`config.mk`:
```
export PLATFORM = sky130hd
export DESIGN_NAME = alu_decode
export DESIGN_NICKNAME = d
export VERILOG_FILES = /design/src/rtl/alu_pkg.sv /design/src/rtl/alu_decode_comb.sv /design/src/rtl/alu_decode.sv
export SDC_FILE = /design/constraint.sdc
export NUM_CORES = 1
export LEC_CHECK = 0
export BUFFER_PORTS_ARGS = -buffer_cell sky130_fd_sc_hd__buf_2
export CAP_MARGIN = 40
export CORE_UTILIZATION = 30
export CTS_BUF_LIST = sky130_fd_sc_hd__clkbuf_16
export CTS_CLUSTER_DIAMETER = 40
export DETAILED_ROUTE_END_ITERATION = 12
export PLACE_DENSITY = 0.55
export SLEW_MARGIN = 15
export SYNTH_ARGS = -nofsm -noshare
export SYNTH_HDL_FRONTEND = slang
export SYNTH_SLANG_ARGS = --single-unit
```
`constraint.sdc`:
```
create_clock -name clk -period 2.9 [get_ports clk]
set_input_delay 0.29 -clock clk [delete_from_list [all_inputs] [get_ports clk]]
set_output_delay 0.29 -clock clk [all_outputs]
set_load 0.02 [all_outputs]
```
`src/rtl/alu_pkg.sv`:
```
// alu_pkg -- shared definitions for the ALU decode stage.
//   alu_op_t        : 4-bit ALU operation code driven to the ALU
//   OPC_*           : RV32 major opcodes handled by the ALU decoder
//   F7_*            : funct7 patterns that select base / alternate / mul-div
//   base_op()       : funct3 -> op mapping shared by OP (funct7=0) and OP-IMM
package alu_pkg;

  typedef enum logic [3:0] {
    ALU_AND   = 4'b0000,
    ALU_OR    = 4'b0001,
    ALU_XOR   = 4'b0010,
    ALU_ADD   = 4'b0011,
    ALU_SUB   = 4'b0100,
    ALU_MUL   = 4'b0101,
    ALU_MULH  = 4'b0110,
    ALU_MULHU = 4'b0111,
    ALU_SLL   = 4'b1000,
    ALU_SRL   = 4'b1001,
    ALU_SRA   = 4'b1010,
    ALU_SLT   = 4'b1100,
    ALU_SLTU  = 4'b1101
  } alu_op_t;

  localparam logic [6:0] OPC_OP    = 7'b0110011;
  localparam logic [6:0] OPC_OPIMM = 7'b0010011;
  localparam logic [6:0] OPC_LUI   = 7'b0110111;

  localparam logic [6:0] F7_BASE   = 7'b0000000;
  localparam logic [6:0] F7_ALT    = 7'b0100000;
  localparam logic [6:0] F7_MULDIV = 7'b0000001;

  // funct3 mapping common to register-register and register-immediate forms.
  function automatic alu_op_t base_op(input logic [2:0] f3);
    alu_op_t op;
    case (f3)
      3'b000:  op = ALU_ADD;
      3'b001:  op = ALU_SLL;
      3'b010:  op = ALU_SLT;
      3'b011:  op = ALU_SLTU;
      3'b100:  op = ALU_XOR;
      3'b101:  op = ALU_SRL;
      3'b110:  op = ALU_OR;
      default: op = ALU_AND;
    endcase
    return op;
  endfunction

endpackage

```
`src/rtl/alu_decode_comb.sv`:
```
// alu_decode_comb -- purely combinational RV32 instruction -> ALU control decode.
//   instr    : 32-bit instruction word
//   alu_op   : ALU op code (ADD for illegal instructions)
//   a_zero   : ALU A operand forced to zero (LUI)
//   b_imm    : ALU B operand taken from imm
//   imm      : sign-extended I-immediate or U-immediate, zero when illegal
//   rs1/rs2/rd : raw register index fields, always passed through
//   regwrite : legal instruction with a non-zero destination
//   illegal  : instruction not executable by the ALU
module alu_decode_comb
  import alu_pkg::*;
(
  input  logic [31:0] instr,
  output logic [3:0]  alu_op,
  output logic        a_zero,
  output logic        b_imm,
  output logic [31:0] imm,
  output logic [4:0]  rs1,
  output logic [4:0]  rs2,
  output logic [4:0]  rd,
  output logic        regwrite,
  output logic        illegal
);

  logic [6:0] opcode;
  logic [6:0] funct7;
  logic [2:0] funct3;

  alu_op_t     op_next;
  logic        legal_next;
  logic        a_zero_next;
  logic        b_imm_next;
  logic [31:0] imm_next;

  assign opcode = instr[6:0];
  assign funct3 = instr[14:12];
  assign funct7 = instr[31:25];

  always_comb begin
    op_next     = ALU_ADD;
    legal_next  = 1'b0;
    a_zero_next = 1'b0;
    b_imm_next  = 1'b0;
    imm_next    = '0;

    case (opcode)
      OPC_OP: begin
        case (funct7)
          F7_BASE: begin
            legal_next = 1'b1;
            op_next    = base_op(funct3);
          end
          F7_ALT: begin
            if (funct3 == 3'b000) begin
              legal_next = 1'b1;
              op_next    = ALU_SUB;
            end else if (funct3 == 3'b101) begin
              legal_next = 1'b1;
              op_next    = ALU_SRA;
            end
          end
          F7_MULDIV: begin
            // MULHSU and the divide/remainder group live elsewhere.
            case (funct3)
              3'b000: begin legal_next = 1'b1; op_next = ALU_MUL;   end
              3'b001: begin legal_next = 1'b1; op_next = ALU_MULH;  end
              3'b011: begin legal_next = 1'b1; op_next = ALU_MULHU; end
              default: ;
            endcase
          end
          default: ;
        endcase
      end

      OPC_OPIMM: begin
        b_imm_next = 1'b1;
        imm_next   = {{20{instr[31]}}, instr[31:20]};
        case (funct3)
          // Shift immediates reuse the upper immediate bits as a funct7 field.
          3'b001: begin
            if (funct7 == F7_BASE) begin
              legal_next = 1'b1;
              op_next    = ALU_SLL;
            end
          end
          3'b101: begin
            if (funct7 == F7_BASE) begin
              legal_next = 1'b1;
              op_next    = ALU_SRL;
            end else if (funct7 == F7_ALT) begin
              legal_next = 1'b1;
              op_next    = ALU_SRA;
            end
          end
          default: begin
            legal_next = 1'b1;
            op_next    = base_op(funct3);
          end
        endcase
      end

      OPC_LUI: begin
        legal_next  = 1'b1;
        op_next     = ALU_ADD;
        a_zero_next = 1'b1;
        b_imm_next  = 1'b1;
        imm_next    = {instr[31:12], 12'b0};
      end

      default: ;
    endcase

    // Illegal entries present a neutral, side-effect-free control word.
    if (!legal_next) begin
      op_next     = ALU_ADD;
      a_zero_next = 1'b0;
      b_imm_next  = 1'b0;
      imm_next    = '0;
    end
  end

  assign alu_op   = op_next;
  assign a_zero   = a_zero_next;
  assign b_imm    = b_imm_next;
  assign imm      = imm_next;
  assign rs1      = instr[19:15];
  assign rs2      = instr[24:20];
  assign rd       = instr[11:7];
  assign illegal  = !legal_next;
  assign regwrite = legal_next && (instr[11:7] != 5'd0);

endmodule

```
`src/rtl/alu_decode.sv`:
```
// alu_decode -- registered ALU decode stage with valid/ready handshake.
//   clk, rst_n        : clock, asynchronous active-low reset
//   in_valid/in_ready : instruction handshake (in_ready = !out_valid || out_ready)
//   instr             : RV32 instruction word
//   flush             : drop the held entry and any instruction offered this cycle
//   out_valid/out_ready : decoded-entry handshake
//   alu_op, a_zero, b_imm, imm, rs1, rs2, rd, regwrite, illegal : decoded fields
//   illegal_cnt       : saturating count of accepted illegal instructions
module alu_decode
  import alu_pkg::*;
#(
  parameter int CNT_W = 16
) (
  input  logic             clk,
  input  logic             rst_n,
  input  logic             in_valid,
  output logic             in_ready,
  input  logic [31:0]      instr,
  input  logic             flush,
  output logic             out_valid,
  input  logic             out_ready,
  output logic [3:0]       alu_op,
  output logic             a_zero,
  output logic             b_imm,
  output logic [31:0]      imm,
  output logic [4:0]       rs1,
  output logic [4:0]       rs2,
  output logic [4:0]       rd,
  output logic             regwrite,
  output logic             illegal,
  output logic [CNT_W-1:0] illegal_cnt
);

  logic [3:0]  dec_alu_op;
  logic        dec_a_zero;
  logic        dec_b_imm;
  logic [31:0] dec_imm;
  logic [4:0]  dec_rs1;
  logic [4:0]  dec_rs2;
  logic [4:0]  dec_rd;
  logic        dec_regwrite;
  logic        dec_illegal;

  alu_decode_comb u_comb (
    .instr    (instr),
    .alu_op   (dec_alu_op),
    .a_zero   (dec_a_zero),
    .b_imm    (dec_b_imm),
    .imm      (dec_imm),
    .rs1      (dec_rs1),
    .rs2      (dec_rs2),
    .rd       (dec_rd),
    .regwrite (dec_regwrite),
    .illegal  (dec_illegal)
  );

  logic             out_valid_reg;
  logic [3:0]       alu_op_reg;
  logic             a_zero_reg;
  logic             b_imm_reg;
  logic [31:0]      imm_reg;
  logic [4:0]       rs1_reg;
  logic [4:0]       rs2_reg;
  logic [4:0]       rd_reg;
  logic             regwrite_reg;
  logic             illegal_reg;
  logic [CNT_W-1:0] cnt_reg;

  logic accept;
  logic load;

  assign in_ready = !out_valid_reg || out_ready;
  assign accept   = in_valid && in_ready;
  // flush wins over a concurrent accept: the offered instruction is discarded.
  assign load     = accept && !flush;

  always_ff @(posedge clk or negedge rst_n) begin
    if (!rst_n) begin
      out_valid_reg <= 1'b0;
      alu_op_reg    <= ALU_AND;
      a_zero_reg    <= 1'b0;
      b_imm_reg     <= 1'b0;
      imm_reg       <= '0;
      rs1_reg       <= '0;
      rs2_reg       <= '0;
      rd_reg        <= '0;
      regwrite_reg  <= 1'b0;
      illegal_reg   <= 1'b0;
      cnt_reg       <= '0;
    end else begin
      if (flush) begin
        out_valid_reg <= 1'b0;
      end else if (accept) begin
        out_valid_reg <= 1'b1;
      end else if (out_ready) begin
        out_valid_reg <= 1'b0;
      end

      if (load) begin
        alu_op_reg   <= dec_alu_op;
        a_zero_reg   <= dec_a_zero;
        b_imm_reg    <= dec_b_imm;
        imm_reg      <= dec_imm;
        rs1_reg      <= dec_rs1;
        rs2_reg      <= dec_rs2;
        rd_reg       <= dec_rd;
        regwrite_reg <= dec_regwrite;
        illegal_reg  <= dec_illegal;
      end

      if (load && dec_illegal && (cnt_reg != {CNT_W{1'b1}})) begin
        cnt_reg <= cnt_reg + 1'b1;
      end
    end
  end

  assign out_valid   = out_valid_reg;
  assign alu_op      = alu_op_reg;
  assign a_zero      = a_zero_reg;
  assign b_imm       = b_imm_reg;
  assign imm         = imm_reg;
  assign rs1         = rs1_reg;
  assign rs2         = rs2_reg;
  assign rd          = rd_reg;
  assign regwrite    = regwrite_reg;
  assign illegal     = illegal_reg;
  assign illegal_cnt = cnt_reg;

endmodule

```
==> key figures <==
Outcome
  • Outcome: finished clean

Critical path
  • Nature of the critical path endpoint: register
  • Worst EP required: 3.16 ns
  • CP max FO: 5
  • Startpoint types: register
  • Kind of critical path: reg2reg
  • Critical Path AT: 2.29 ns
  • Slack of the worst reg-to-reg path: 0.87 ns

Synthesis
  • Mux cell area share after synthesis: 0.337%
  • Synth Warn #: 0
  • Cell variety after synth: 51
  • Sequential cell area fraction in the yosys report: 54.0%
  • Post-synthesis compound-gate area fraction: 14.2%
  • Yosys reg bits: 72
  • Number of enable flip-flop cells after synthesis: 0
  • Fraction of registers with async set/reset: 100%
  • Avg Cell Area, Syn: 10.7 sq um
  • Post-synth top area share: 54.0%
  • Area leader, netlist: dfrtp_1
  • Post-Synth Simple-Gate Area: 23.5%
  • Largest family of logic cells by synthesized area: simple AND/OR/NAND/NOR gates
  • Area contributors post-synth: dfrtp_1 (54%), nand2_1 (8.1%), a221o_1 (4.2%)
  • Synth Area in XOR/XNOR: 4.20%
  • Ys flop type: dfrtp_1
  • Gate Count Post-Synth: 313
  • Post-synthesis net count: 351
  • Adder-Cell Fraction of Synth Area: 0.375%
  • Post-Syn Area: 0.00334 sq mm

Global routing
  • Initial antenna violation count: 1
  • Maximum number of pins on one net before global-route repair: 40
  • Grt ovf: 0
  • Vias in the first global route: 2668
  • First-pass GRT wire length: 14000 um
  • Tot GR Track Use: 16.0%

Cells and area
  • Final Util: 40.4%
  • Number of diodes: 0
  • Finished Layout Cells: 567
  • Synth-to-Final Area Change: 31.3%
  • Filler cell count: 1066
  • Final nets: 460
  • Ratio of cells with drive above 1 in the final layout: 36.1%
  • Max FFs per register: 32

Die
  • Chip Width: 107 um
  • Die Area: 0.0116 sq mm
  • Number of cell rows: 38
  • Die Y: 107 um
  • Ports: 110
  • Core area: 0.0108 sq mm
  • Starting Density: 30.8%

Detailed routing
  • Via count: 2782
  • Routed WL: 8590 um
  • Routed WL per cell: 15.1 um
  • Drt drc: 0
  • Post-route ant nets: 0
  • DR iter-0 viols: 246
  • Vias/cell: 4.91
  • DRT Pass-1 Iters: 6

STA
  • RSZ-0062 raised after global routing: false
  • Worst-Margin Slew: 0.722 ns
  • Crit path time final: 2.03 ns
  • Clock skew: 0.00741 ns
  • Final Hold Viols: 0
  • Fin. max-slew vios: 0
  • Final Setup Violations: 0
  • Final cycle utilization of the critical path: 70.0%
  • F_max: 0.492 GHz
  • Slew headroom: 51.9%
  • Final setup TNS: 0 ns

Place
  • IO Port Bufs: 109
  • HPWL after DPL: 6200 um
  • GPL Wtd Cong: 0.852
  • Inst Count DP: 550

Clock tree
  • # H-tree levels: 3
  • Total CTS buffers: 9
  • CTS tree: yes
  • Clk root buf: clkbuf_16
  • Clk slew on worst S/H paths: 0.06 ns
  • Clk sinks: 72
  • Clock latency on the worst-skew pair: 0.33 ns
  • Clock Path Buffers: 2

Pwr
  • Lkg Pwr: 2.27 nW
  • Pwr Density: 651 mW/mm^2
  • Peak supply drop: 0.295 mV

Flow run
  • Max_cap viols: 0

Hold path
  • Worst hold path class: in2reg
[what timing repair did]
action	CTS	global route
hold endpoints to repair	33	0
hold buffers	1	0
gates resized for setup	0	0
setup buffers	0	0
endpoints found under the setup margin	0	0
[report_power, final]
group | leakage [nW] | internal [W] | switching (W)
Sequential | 0.946 | 0.00109 | 0.0000869
Combinational | 1.17 | 0.000162 | 0.000301
Clock | 0.153 | 0.000762 | 0.000453
[layout by cell type, fill, tap and decap left out, types with 3 or more instances in the layout]
master     Yosys  routed
o21ai_0        3       3
nor3_1         3       3
nand2b_1       7       7
inv_1          4       4
nor3_2         8       8
a221o_1       14      14
nor4_2         5       5
clkbuf_16      0       9
dfrtp_1       72      72
a22o_1        12      12
a21oi_1        5       5
buf_2          4     108
xor2_1        16      16
inv_6          0       3
nand3_1       16      16
buf_4          1       7
nand2_1       72      72
nand4_1        3       3
nor2_1        13      13
[worst paths after layout]
kind	startpoint	to	cells past startpoint
worst max register to register	illegal_cnt[0]$_DFFE_PN0P_	illegal_cnt[15]$_DFFE_PN0P_	7
worst min-delay path	flush	out_valid$_DFFE_PN0P_	2
worst max-delay path	illegal_cnt[0]$_DFFE_PN0P_	illegal_cnt[15]$_DFFE_PN0P_	7
max in group asynchronous	rst_n	illegal_cnt[5]$_DFFE_PN0P_	3
min in group asynchronous	rst_n	imm[14]$_DFFE_PN0P_	2
worst min register to register	rs2[1]$_DFFE_PN0P_	rs2[1]$_DFFE_PN0P_	2
[metrics by stage]
step	hold slack [ns]	area (sq um)	total power, W	worst slack, ns
global placement	0.454	4030	0.00165	0.712
detailed placement	0.267	4050	0.00166	0.673
CTS	0.147	4380	0.00289	0.873
floorplan	-0.00559	3340	0.00145	0.899
finish	0.157	4380	0.00285	0.869
global route	0.173	4380	0.00299	0.663
[synthesized netlist by cell type (all sizes together) (3+ instances only)]
cell / instances
a21oi: 5
a221o: 14
a22o: 12
buf: 7
clkbuf: 13
dfrtp: 72
inv: 4
nand2: 72
nand2b: 7
nand3: 17
nand4: 3
nor2: 13
nor3: 12
nor4: 6
o211ai: 3
o21ai: 3
xor2: 16
[worst max-delay path, cell delays in order, from the launching register on]
cell and delay (ns):
dfrtp_1 0.43, ha_1 0.26, and3_1 0.21, nand4_1 0.17
nand3_1 0.13, or2_2 0.33, nor4_2 0.25, xor2_1 0.16
[area by class of cell]
cell class | instances | area, sq um | area share, %
sequential | 72 | 1800 | 41.1
inverter | 4 | 15.0 | 0.342
clock buffer | 9 | 225 | 5.14
clock inverter | 7 | 101 | 2.31
multi-input combinational | 217 | 1420 | 32.4
timing repair buffer | 118 | 643 | 14.7
tap | 140 | 175 | 4.00
[cells by family (layout without fill, tap and decap cells)]
kind of cell | after synthesis | after routing
simple gates | 144 | 144
buf+inv | 24 | 138
fa+ha+maj | 1 | 1
xor+xnor | 16 | 16
mux | 1 | 1
compound gates | 55 | 55
flops | 72 | 72
[per-layer routing]
metal | GRT usage, % | wire length [um]
met5 | 0 | 15
met4 | 8.22 | 192
met3 | 3.27 | 503
met2 | 23.3 | 3760
met1 | 22.4 | 4110
No activity file was read; power rests on OpenSTA's default activity.
